File: config.mk
export PLATFORM = sky130hd
export DESIGN_NAME = reset_request_arbiter
export DESIGN_NICKNAME = d
export VERILOG_FILES = /design/src/rtl/reset_request_arbiter.sv
export SDC_FILE = /design/constraint.sdc
export NUM_CORES = 1
export LEC_CHECK = 0
export CAP_MARGIN = 20
export CORE_MARGIN = 8
export CORE_UTILIZATION = 53
export DETAILED_ROUTE_END_ITERATION = 16
export DONT_BUFFER_PORTS = 1
export MAX_ROUTING_LAYER = met4
export PLACE_DENSITY = 0.71
export SLEW_MARGIN = 5
export SYNTH_ARGS = -nofsm -noshare
export SYNTH_HDL_FRONTEND = slang
export SYNTH_SLANG_ARGS = --single-unit
File: constraint.sdc
create_clock -name clk -period 3.1 [get_ports clk]
set_clock_uncertainty 0.15 [all_clocks]
set_input_delay 0.775 -clock clk [delete_from_list [all_inputs] [get_ports clk]]
set_output_delay 0.775 -clock clk [all_outputs]
set_load 0.01 [all_outputs]
File: src/rtl/reset_request_arbiter.sv
// Fixed-priority reset request arbiter: hold-off glitch filter, bounded trigger pulse, init wait with timeout, cooldown.
// Optional per-source saturating reset counters are enabled by defining RSTARB_CAUSE_COUNT_EN.
module reset_request_arbiter #(
    parameter int REQUESTERS        = 4,
    parameter int HOLDOFFCYCLES     = 16,
    parameter int TRIGGERCYCLES     = 4,
    parameter int INITTIMEOUTCYCLES = 1048576,
    parameter int COOLDOWNCYCLES    = 1024,
    localparam int IDX_W            = (REQUESTERS > 1) ? $clog2(REQUESTERS) : 1
) (
    input  logic                  clk,
    input  logic                  async_rst_n,
    input  logic                  clk_en,
    input  logic [REQUESTERS-1:0] ReqIn,
    input  logic [REQUESTERS-1:0] ReqMask,
    input  logic                  InitIn,
    input  logic                  CauseClear,
    output logic                  sync_rst_Trigger,
    output logic                  Busy,
    output logic                  CauseValid,
    output logic [IDX_W-1:0]      CauseIndex,
    output logic                  TimeoutFlag
`ifdef RSTARB_CAUSE_COUNT_EN
    ,
    input  logic [IDX_W-1:0]      CountIndex,
    output logic [7:0]            CountOut
`endif
);

    localparam int MAX_HT  = (HOLDOFFCYCLES > TRIGGERCYCLES) ? HOLDOFFCYCLES : TRIGGERCYCLES;
    localparam int MAX_IC  = (INITTIMEOUTCYCLES > COOLDOWNCYCLES) ? INITTIMEOUTCYCLES : COOLDOWNCYCLES;
    localparam int MAX_ALL = (MAX_HT > MAX_IC) ? MAX_HT : MAX_IC;
    localparam int CNT_W   = $clog2(MAX_ALL + 1);
    localparam int EXT_N   = 2 ** IDX_W;

    localparam logic [CNT_W-1:0] HOLD_LAST = CNT_W'(HOLDOFFCYCLES - 1);
    localparam logic [CNT_W-1:0] TRIG_LAST = CNT_W'(TRIGGERCYCLES - 1);
    localparam logic [CNT_W-1:0] TO_LAST   = CNT_W'(INITTIMEOUTCYCLES - 1);
    localparam logic [CNT_W-1:0] COOL_LAST = CNT_W'(COOLDOWNCYCLES - 1);

    typedef enum logic [2:0] {
        IDLE,
        ARM,
        TRIGGER,
        WAIT_INIT,
        COOLDOWN
    } state_t;

    state_t                  state_q, state_d;
    logic [CNT_W-1:0]        cnt_q, cnt_d;
    logic [IDX_W-1:0]        pend_idx_q, pend_idx_d;
    logic [IDX_W-1:0]        cause_idx_q, cause_idx_d;
    logic                    cause_valid_q, cause_valid_d;
    logic                    timeout_q, timeout_d;

    logic [REQUESTERS-1:0]   active;
    logic [EXT_N-1:0]        active_ext;
    logic [IDX_W-1:0]        winner;
    logic                    enter_trigger;
    logic                    set_timeout;
    logic                    clear_now;

    assign active    = ReqIn & ~ReqMask;
    assign clear_now = clk_en & CauseClear;

    // Zero-extended copy so the pending index can address it for any REQUESTERS value.
    always_comb begin
        active_ext                   = '0;
        active_ext[REQUESTERS-1:0]   = active;
    end

    always_comb begin
        winner = '0;
        for (int i = REQUESTERS - 1; i >= 0; i--) begin
            if (active[i]) begin
                winner = IDX_W'(i);
            end
        end
    end

    always_comb begin
        state_d       = state_q;
        cnt_d         = cnt_q;
        pend_idx_d    = pend_idx_q;
        enter_trigger = 1'b0;
        set_timeout   = 1'b0;
        if (clk_en) begin
            case (state_q)
                IDLE: begin
                    if (|active) begin
                        state_d    = ARM;
                        pend_idx_d = winner;
                    end
                end
                ARM: begin
                    if (!active_ext[pend_idx_q]) begin
                        state_d = IDLE;
                    end else if (cnt_q == HOLD_LAST) begin
                        state_d       = TRIGGER;
                        enter_trigger = 1'b1;
                    end
                end
                TRIGGER: begin
                    if (cnt_q == TRIG_LAST) begin
                        state_d = WAIT_INIT;
                    end
                end
                WAIT_INIT: begin
                    if (InitIn) begin
                        state_d = COOLDOWN;
                    end else if (cnt_q == TO_LAST) begin
                        state_d     = COOLDOWN;
                        set_timeout = 1'b1;
                    end
                end
                COOLDOWN: begin
                    if (cnt_q == COOL_LAST) begin
                        state_d = IDLE;
                    end
                end
                default: state_d = IDLE;
            endcase
            // The shared window counter restarts on every state entry and never runs in IDLE.
            if ((state_d != state_q) || (state_q == IDLE)) begin
                cnt_d = '0;
            end else begin
                cnt_d = cnt_q + CNT_W'(1);
            end
        end
    end

    // A flag being set on the same cycle as a software clear takes precedence.
    always_comb begin
        cause_valid_d = cause_valid_q;
        timeout_d     = timeout_q;
        cause_idx_d   = cause_idx_q;
        if (clear_now) begin
            cause_valid_d = 1'b0;
            timeout_d     = 1'b0;
        end
        if (enter_trigger) begin
            cause_valid_d = 1'b1;
            cause_idx_d   = pend_idx_q;
        end
        if (set_timeout) begin
            timeout_d = 1'b1;
        end
    end

    always_ff @(posedge clk or negedge async_rst_n) begin
        if (!async_rst_n) begin
            state_q       <= IDLE;
            cnt_q         <= '0;
            pend_idx_q    <= '0;
            cause_idx_q   <= '0;
            cause_valid_q <= 1'b0;
            timeout_q     <= 1'b0;
        end else begin
            state_q       <= state_d;
            cnt_q         <= cnt_d;
            pend_idx_q    <= pend_idx_d;
            cause_idx_q   <= cause_idx_d;
            cause_valid_q <= cause_valid_d;
            timeout_q     <= timeout_d;
        end
    end

    assign sync_rst_Trigger = (state_q == TRIGGER);
    assign Busy             = (state_q != IDLE);
    assign CauseValid       = cause_valid_q;
    assign CauseIndex       = cause_idx_q;
    assign TimeoutFlag      = timeout_q;

`ifdef RSTARB_CAUSE_COUNT_EN
    logic [7:0] cause_cnt_q [REQUESTERS];
    logic [7:0] cause_cnt_d [REQUESTERS];

    // An increment on the same cycle as a clear is applied to the pre-clear value.
    always_comb begin
        for (int i = 0; i < REQUESTERS; i++) begin
            cause_cnt_d[i] = cause_cnt_q[i];
            if (clear_now) begin
                cause_cnt_d[i] = 8'd0;
            end
            if (enter_trigger && (pend_idx_q == IDX_W'(i))) begin
                cause_cnt_d[i] = (cause_cnt_q[i] == 8'hFF) ? 8'hFF : (cause_cnt_q[i] + 8'd1);
            end
        end
    end

    always_ff @(posedge clk or negedge async_rst_n) begin
        if (!async_rst_n) begin
            for (int i = 0; i < REQUESTERS; i++) begin
                cause_cnt_q[i] <= 8'd0;
            end
        end else begin
            for (int i = 0; i < REQUESTERS; i++) begin
                cause_cnt_q[i] <= cause_cnt_d[i];
            end
        end
    end

    always_comb begin
        CountOut = 8'd0;
        for (int i = 0; i < REQUESTERS; i++) begin
            if (CountIndex == IDX_W'(i)) begin
                CountOut = cause_cnt_q[i];
            end
        end
    end
`endif

endmodule
# After elaboration in Yosys (flattened, before gate mapping)
# Cells that the tools add are included.
# op_classes
bitwise	3
mux	27
magnitude_cmp	1
eq_ne	9
addsub	1
n_reduce_logical	7
# ops
op	n
two-way mux 3 bit	8
adder 21 x 1 -> 21 bit, second input constant	1
== test 21 x 10 -> 1 bit, second input constant	1
== test 21 x 2 -> 1 bit, second input constant	1
== test 21 x 20 -> 1 bit, second input constant	1
== test 21 x 4 -> 1 bit, second input constant	1
two-way mux 21 bit	1
one-hot mux 3 bit (5 select lines)	1
two-way mux 1 bit	12
two-way mux 2 bit	4
== test 3 x 2 -> 1 bit, second input constant	2
bitwise AND 4 bit	1
NOT 4 bit	1
nonzero test 2 bit	2
OR reduction 4 bit	1
== test 3 x 1 -> 1 bit, second input constant	1
== test 3 bit, second input constant	1
zero test 3 bit	1
< comparator 2 x 3 -> 1 bit, second input constant	1
!= test 3 bit	1
AND reduction 3 bit	1
nonzero test 3 bit	1
binary-select mux 1 bit (select 2 bit)	1
bitwise AND 1 bit	1
logical OR 1 bit	1
# word_totals
register_bits	30
output_inout_bits	6
wordCells	54
input_bits	13

# Logic depth before layout (Yosys ltp)
# depth
depth_word	10
mapped_depth	9
ltp_nobuf	7

# Worst setup path before layout
# OpenSTA, ideal clock, no wires.
# synth_path
path_type	input -> register
from	input ReqMask[2]
to	register cnt_q[10]
stages	6
slack_ns	0.637
arrival_ns	2.210
n_path_buf	0
setup_ns	0.104
required_ns	2.846
cell_sequence	nand2b_1 -> mux4_2 -> o31ai_2 -> o2bb2ai_2 -> nand2_4 -> o311ai_1
# synth_between
elab_chain_len	10
elab_cells_between_ends	12
cone_classes	eq/ne: 1; mux: 7; bitwise: 2; reduce/logical: 2
# synth_rtl
element	line	source
start: declaration	15	input logic [REQUESTERS-1:0] ReqMask,
NOT 4 bit *	63	assign active = ReqIn & ~ReqMask;
bitwise AND 4 bit *	63	
binary-select mux 1 bit (select 2 bit)	96	if (!active_ext[pend_idx_q]) begin
two-way mux 1 bit (not written as such)	96	
two-way mux 3 bit	96	
one-hot mux 3 bit (5 select lines) *	88	case (state_q)
two-way mux 3 bit *	87	if (clk_en) begin
!= test 3 bit *	124	if ((state_d != state_q) || (state_q == IDLE)) begin
logical OR 1 bit *	124	
two-way mux 21 bit *	124	
end signal: assignment	160	cnt_q <= cnt_d;
end: declaration	50	logic [CNT_W-1:0] cnt_q, cnt_d;
# Mark *: on every way between the ends. The rest lies on a longest branch, timed or not. The select of a mux whose other input is x is not followed.
# A chain may end at the register's enable or synchronous reset.

# Worst setup path in the final report
# layout_path
from	register cnt_q[0]
to	register cnt_q[10]
# layout_between
elab_chain_len	8
elab_cells_between_ends	16
cone_classes	add/sub: 1; eq/ne: 5; mux: 9; reduce/logical: 1
# layout_rtl
element	line
== test 21 x 20 -> 1 bit / == test 21 x 4 -> 1 bit (equally long branches)	111, 98
two-way mux 3 bit, on equally long branches	111, 98
two-way mux 3 bit, on equally long branches	109, 96
one-hot mux 3 bit (5 select lines)	88
two-way mux 3 bit	87
!= test 3 bit	124
logical OR 1 bit	124
two-way mux 21 bit *	124
# Marks and branches as above.

==> parameters.txt <==
Parameter                              Value

Floorplan
  Effective utilization at floorplan    0.552
  Placeable core region    3360 um2
  Die height    75.2 um
  Total I/O pin count    19
  Floorplan die width    75.2 um
  Number of placement rows    21
  Total die area    5650 um2

STA
  Max frequency    402 MHz
  Least-Margin Pin Slew    573 ps
  Final hold vios    0
  Final critical delay including setup and external delays    2490 ps
  Setup slack after layout    613 ps
  Pins over their slew limit    0
  Post-route setup TNS    0 ps
  Final setup violation count    0
  Headroom to the max-slew limit    0.617
  Unrepaired setup endpoints after global routing    no
  Share of the cycle needed by the critical path after routing    0.802

Layout
  Multi-input gate area in the final layout    1010 um2
  Combined flip-flop and latch cell area    751 um2
  Final net count    213
  Number of fillers in the final layout    331
  Utilization after layout    0.577
  Fin cells    246
  Diodes inserted    0
  Syn-to-layout area delta    4.65%
  Ratio of cells with drive above 1 in the final layout    0.160

Synth
  Ranking of synthesized cells by instance count    sky130_fd_sc_hd__dfrtp_1 (30), sky130_fd_sc_hd__nand2_1 (19), sky130_fd_sc_hd__nand3_1 (13)
  Synthesized cell area    1860 um2
  Cell types occupying the most area after synthesis    sky130_fd_sc_hd__dfrtp_1 (40%), sky130_fd_sc_hd__a21oi_2 (5.2%), sky130_fd_sc_hd__xor2_1 (4.2%)
  Unique cell type count in the Yosys netlist    43
  Dominant cell by count in the synthesized netlist    sky130_fd_sc_hd__dfrtp_1
  Dominant synthesized flop cell    sky130_fd_sc_hd__dfrtp_1
  Synth Area per Inst    9.28 um2
  Post-synthesis sequential area ratio    0.405
  Net count of the mapped netlist    214
  Synthesized netlist cell count    200
  Count of synthesis-stage warnings from yosys    0
  Post-synthesis cell type with the largest combined area    sky130_fd_sc_hd__dfrtp_1
  Flops & latches, synth    30
  Synth top area share    0.405
  Number of enable flip-flop cells after synthesis    0
  Share of synthesized registers carrying an async set or reset    1.00

Place
  Post-placement setup slack    281 ps
  Number of cells after detailed placement    237
  Final weighted congestion of routability-driven global placement    0.879
  Port Buffers    0
  Total half-perimeter wirelength after legalization and detailed placement    3.04 mm

Setup path
  Critical path fanouts, max    15
  Crit path DAT    2570 ps
  Worst setup path category    reg2reg
  Worst Path Required    3190 ps
  Slowest stage cell, crit path    sky130_fd_sc_hd__a21oi_2
  Cell class contributing the biggest share of worst-path delay    compound AO/OA/AOI/OAI gates
  Worst path max stage delay    430 ps
  Category of the worst setup path capture point    flop
  Type of element launching the critical path    flop
  Ordered list of cells on the worst path    ha_1, and3_1, nand4_1, o21ai_0, a21oi_2, nand2_4, o311ai_1
  Buf+Inv Stages, Crit Path    0

GRT
  Via count of the first global-routing pass    1502
  Pin count of the biggest net entering global routing    31
  Total gr overflow    0
  Initial antenna violation count    0
  Global-route wire length before repair    7.04 mm
  Global routing usage summed across all routing layers    0.171

Clock network
  Clock insertion delay at the later pin of the skew report    340 ps
  Clk sink count    30
  Root buf cell    sky130_fd_sc_hd__clkbuf_4
  Clk buf depth    2
  Total CTS buffers    5
  Clk slew on worst S/H paths    90 ps
  Number of levels in the clock H-tree    2
  TritonCTS clock tree    done

Drt
  DRT Pass-1 Iters    5
  Mean routed wirelength per cell    17.0 um
  Total length of routed wires    4.18 mm
  Detail-routed via count per cell    6.24
  Starting DRC count in detailed routing    135
  DRC viols    0
  Antenna violation net count after detailed routing    0
  Routed vias    1536

Pwr
  Total power after layout    1.12 mW
  Worst supply voltage drop on vdd    0.347 mV
  PwrDens    576 nW/um2
  Static Leakage    0.771 nW

Run
  Max-cap viol count    0

Outcome
  Outcome    complete, no violations

Hold path
  Worst min path class    in2async
-- where the power goes --
| group | leakage, nW | switching [mW] | internal [mW] | total (mW) |
|---|---|---|---|---|
| registers | 0.412 | 0.0615 | 0.427 | 0.488 |
| clock network | 0.0353 | 0.135 | 0.110 | 0.245 |
| logic | 0.324 | 0.253 | 0.133 | 0.386 |
-- area by class of cell --
| class | count | area share |
|---|---|---|
| flip-flops and latches | 30 | 0.387 |
| well taps | 46 | 0.0296 |
| multi-input cells | 149 | 0.519 |
| clock buffers | 7 | 0.0284 |
| clock inverters | 1 | 0.00258 |
| repair buffers | 1 | 0.0103 |
| inverters | 12 | 0.0232 |
-- layout by cell type (no fill, tap or decap), types with 2 or more instances in the layout --
| cell | n |
|---|---|
| sky130_fd_sc_hd__a21oi_1 | 4 |
| sky130_fd_sc_hd__a21oi_2 | 11 |
| sky130_fd_sc_hd__a31oi_1 | 8 |
| sky130_fd_sc_hd__and3_1 | 4 |
| sky130_fd_sc_hd__and4_1 | 2 |
| sky130_fd_sc_hd__clkbuf_4 | 5 |
| sky130_fd_sc_hd__dfrtp_1 | 30 |
| sky130_fd_sc_hd__inv_1 | 12 |
| sky130_fd_sc_hd__mux2_2 | 2 |
| sky130_fd_sc_hd__nand2_1 | 19 |
| sky130_fd_sc_hd__nand2b_1 | 6 |
| sky130_fd_sc_hd__nand3_1 | 13 |
| sky130_fd_sc_hd__nand4_1 | 7 |
| sky130_fd_sc_hd__nor2_1 | 8 |
| sky130_fd_sc_hd__nor2b_1 | 7 |
| sky130_fd_sc_hd__nor3_1 | 5 |
| sky130_fd_sc_hd__nor4_1 | 4 |
| sky130_fd_sc_hd__o21ai_0 | 6 |
| sky130_fd_sc_hd__o22ai_1 | 5 |
| sky130_fd_sc_hd__o2bb2ai_1 | 2 |
| sky130_fd_sc_hd__o31ai_1 | 2 |
| sky130_fd_sc_hd__o31ai_2 | 2 |
| sky130_fd_sc_hd__o41ai_2 | 2 |
| sky130_fd_sc_hd__or2_2 | 2 |
| sky130_fd_sc_hd__xnor2_1 | 4 |
| sky130_fd_sc_hd__xor2_1 | 9 |
-- final timing paths --
kind	slack (ps)	to	from	cells past startpoint
worst min-delay path	90	cnt_q[8]$_DFFE_PN0P_	async_rst_n	1
max in group asynchronous	2540	cnt_q[2]$_DFFE_PN0P_	async_rst_n	1
min in group clk	350	cnt_q[16]$_DFFE_PN0P_	clk_en	1
worst max register to register	610	cnt_q[10]$_DFFE_PN0P_	cnt_q[0]$_DFFE_PN0P_	7
worst min register to register	370	cnt_q[0]$_DFFE_PN0P_	cnt_q[0]$_DFFE_PN0P_	1
worst max-delay path	610	cnt_q[10]$_DFFE_PN0P_	cnt_q[0]$_DFFE_PN0P_	7
-- layer usage --
metal / wire length, um / vias up / track usage
met3: 261 / 14 / 0.0599
met1: 1840 / 748 / 0.199
met4: 140 / 0 / 0.0981
met2: 1940 / 50 / 0.251
li1: - / 724 / -
met5: 0 / - / -
-- what timing repair did --
item,CTS,global route
hold buffers,1,0
setup buffers,0,0
hold endpoints to repair,30,0
resized for setup,0,0
-- state kept, by name (all words and copies together), names as in the netlist --
signal / cells
CauseValid: 1
TimeoutFlag: 1
pend_idx_q: 2
CauseIndex: 2
cnt_q: 21
state_q: 3
-- cells by family after synthesis --
kind of cell	after synthesis	share of synthesized area
AOI/OAI and AO/OA	49	0.206
xor gates and xnor gates	13	0.0614
adders and majority gates	1	0.00674
buffers and inverters	21	0.0519
DFF	30	0.405
muxes	4	0.0297
and+or+nand+nor	82	0.239
-- worst register-to-register path, stage by stage (launching register included) --
cell and delay [ps]:
sky130_fd_sc_hd__dfrtp_1 420, sky130_fd_sc_hd__ha_1 260, sky130_fd_sc_hd__and3_1 240, sky130_fd_sc_hd__nand4_1 140, sky130_fd_sc_hd__o21ai_0 160, sky130_fd_sc_hd__a21oi_2 430, sky130_fd_sc_hd__nand2_4 240, sky130_fd_sc_hd__o311ai_1 340
-- stage by stage --
stage	hold slack, ps	instance area [um2]
after global routing	78.1	1940
after global placement	330	1860
after floorplan	329	1860
after CTS	77.4	1940
after detailed placement	330	1860
final	93.2	1940
(Power assumes the default switching activity.)
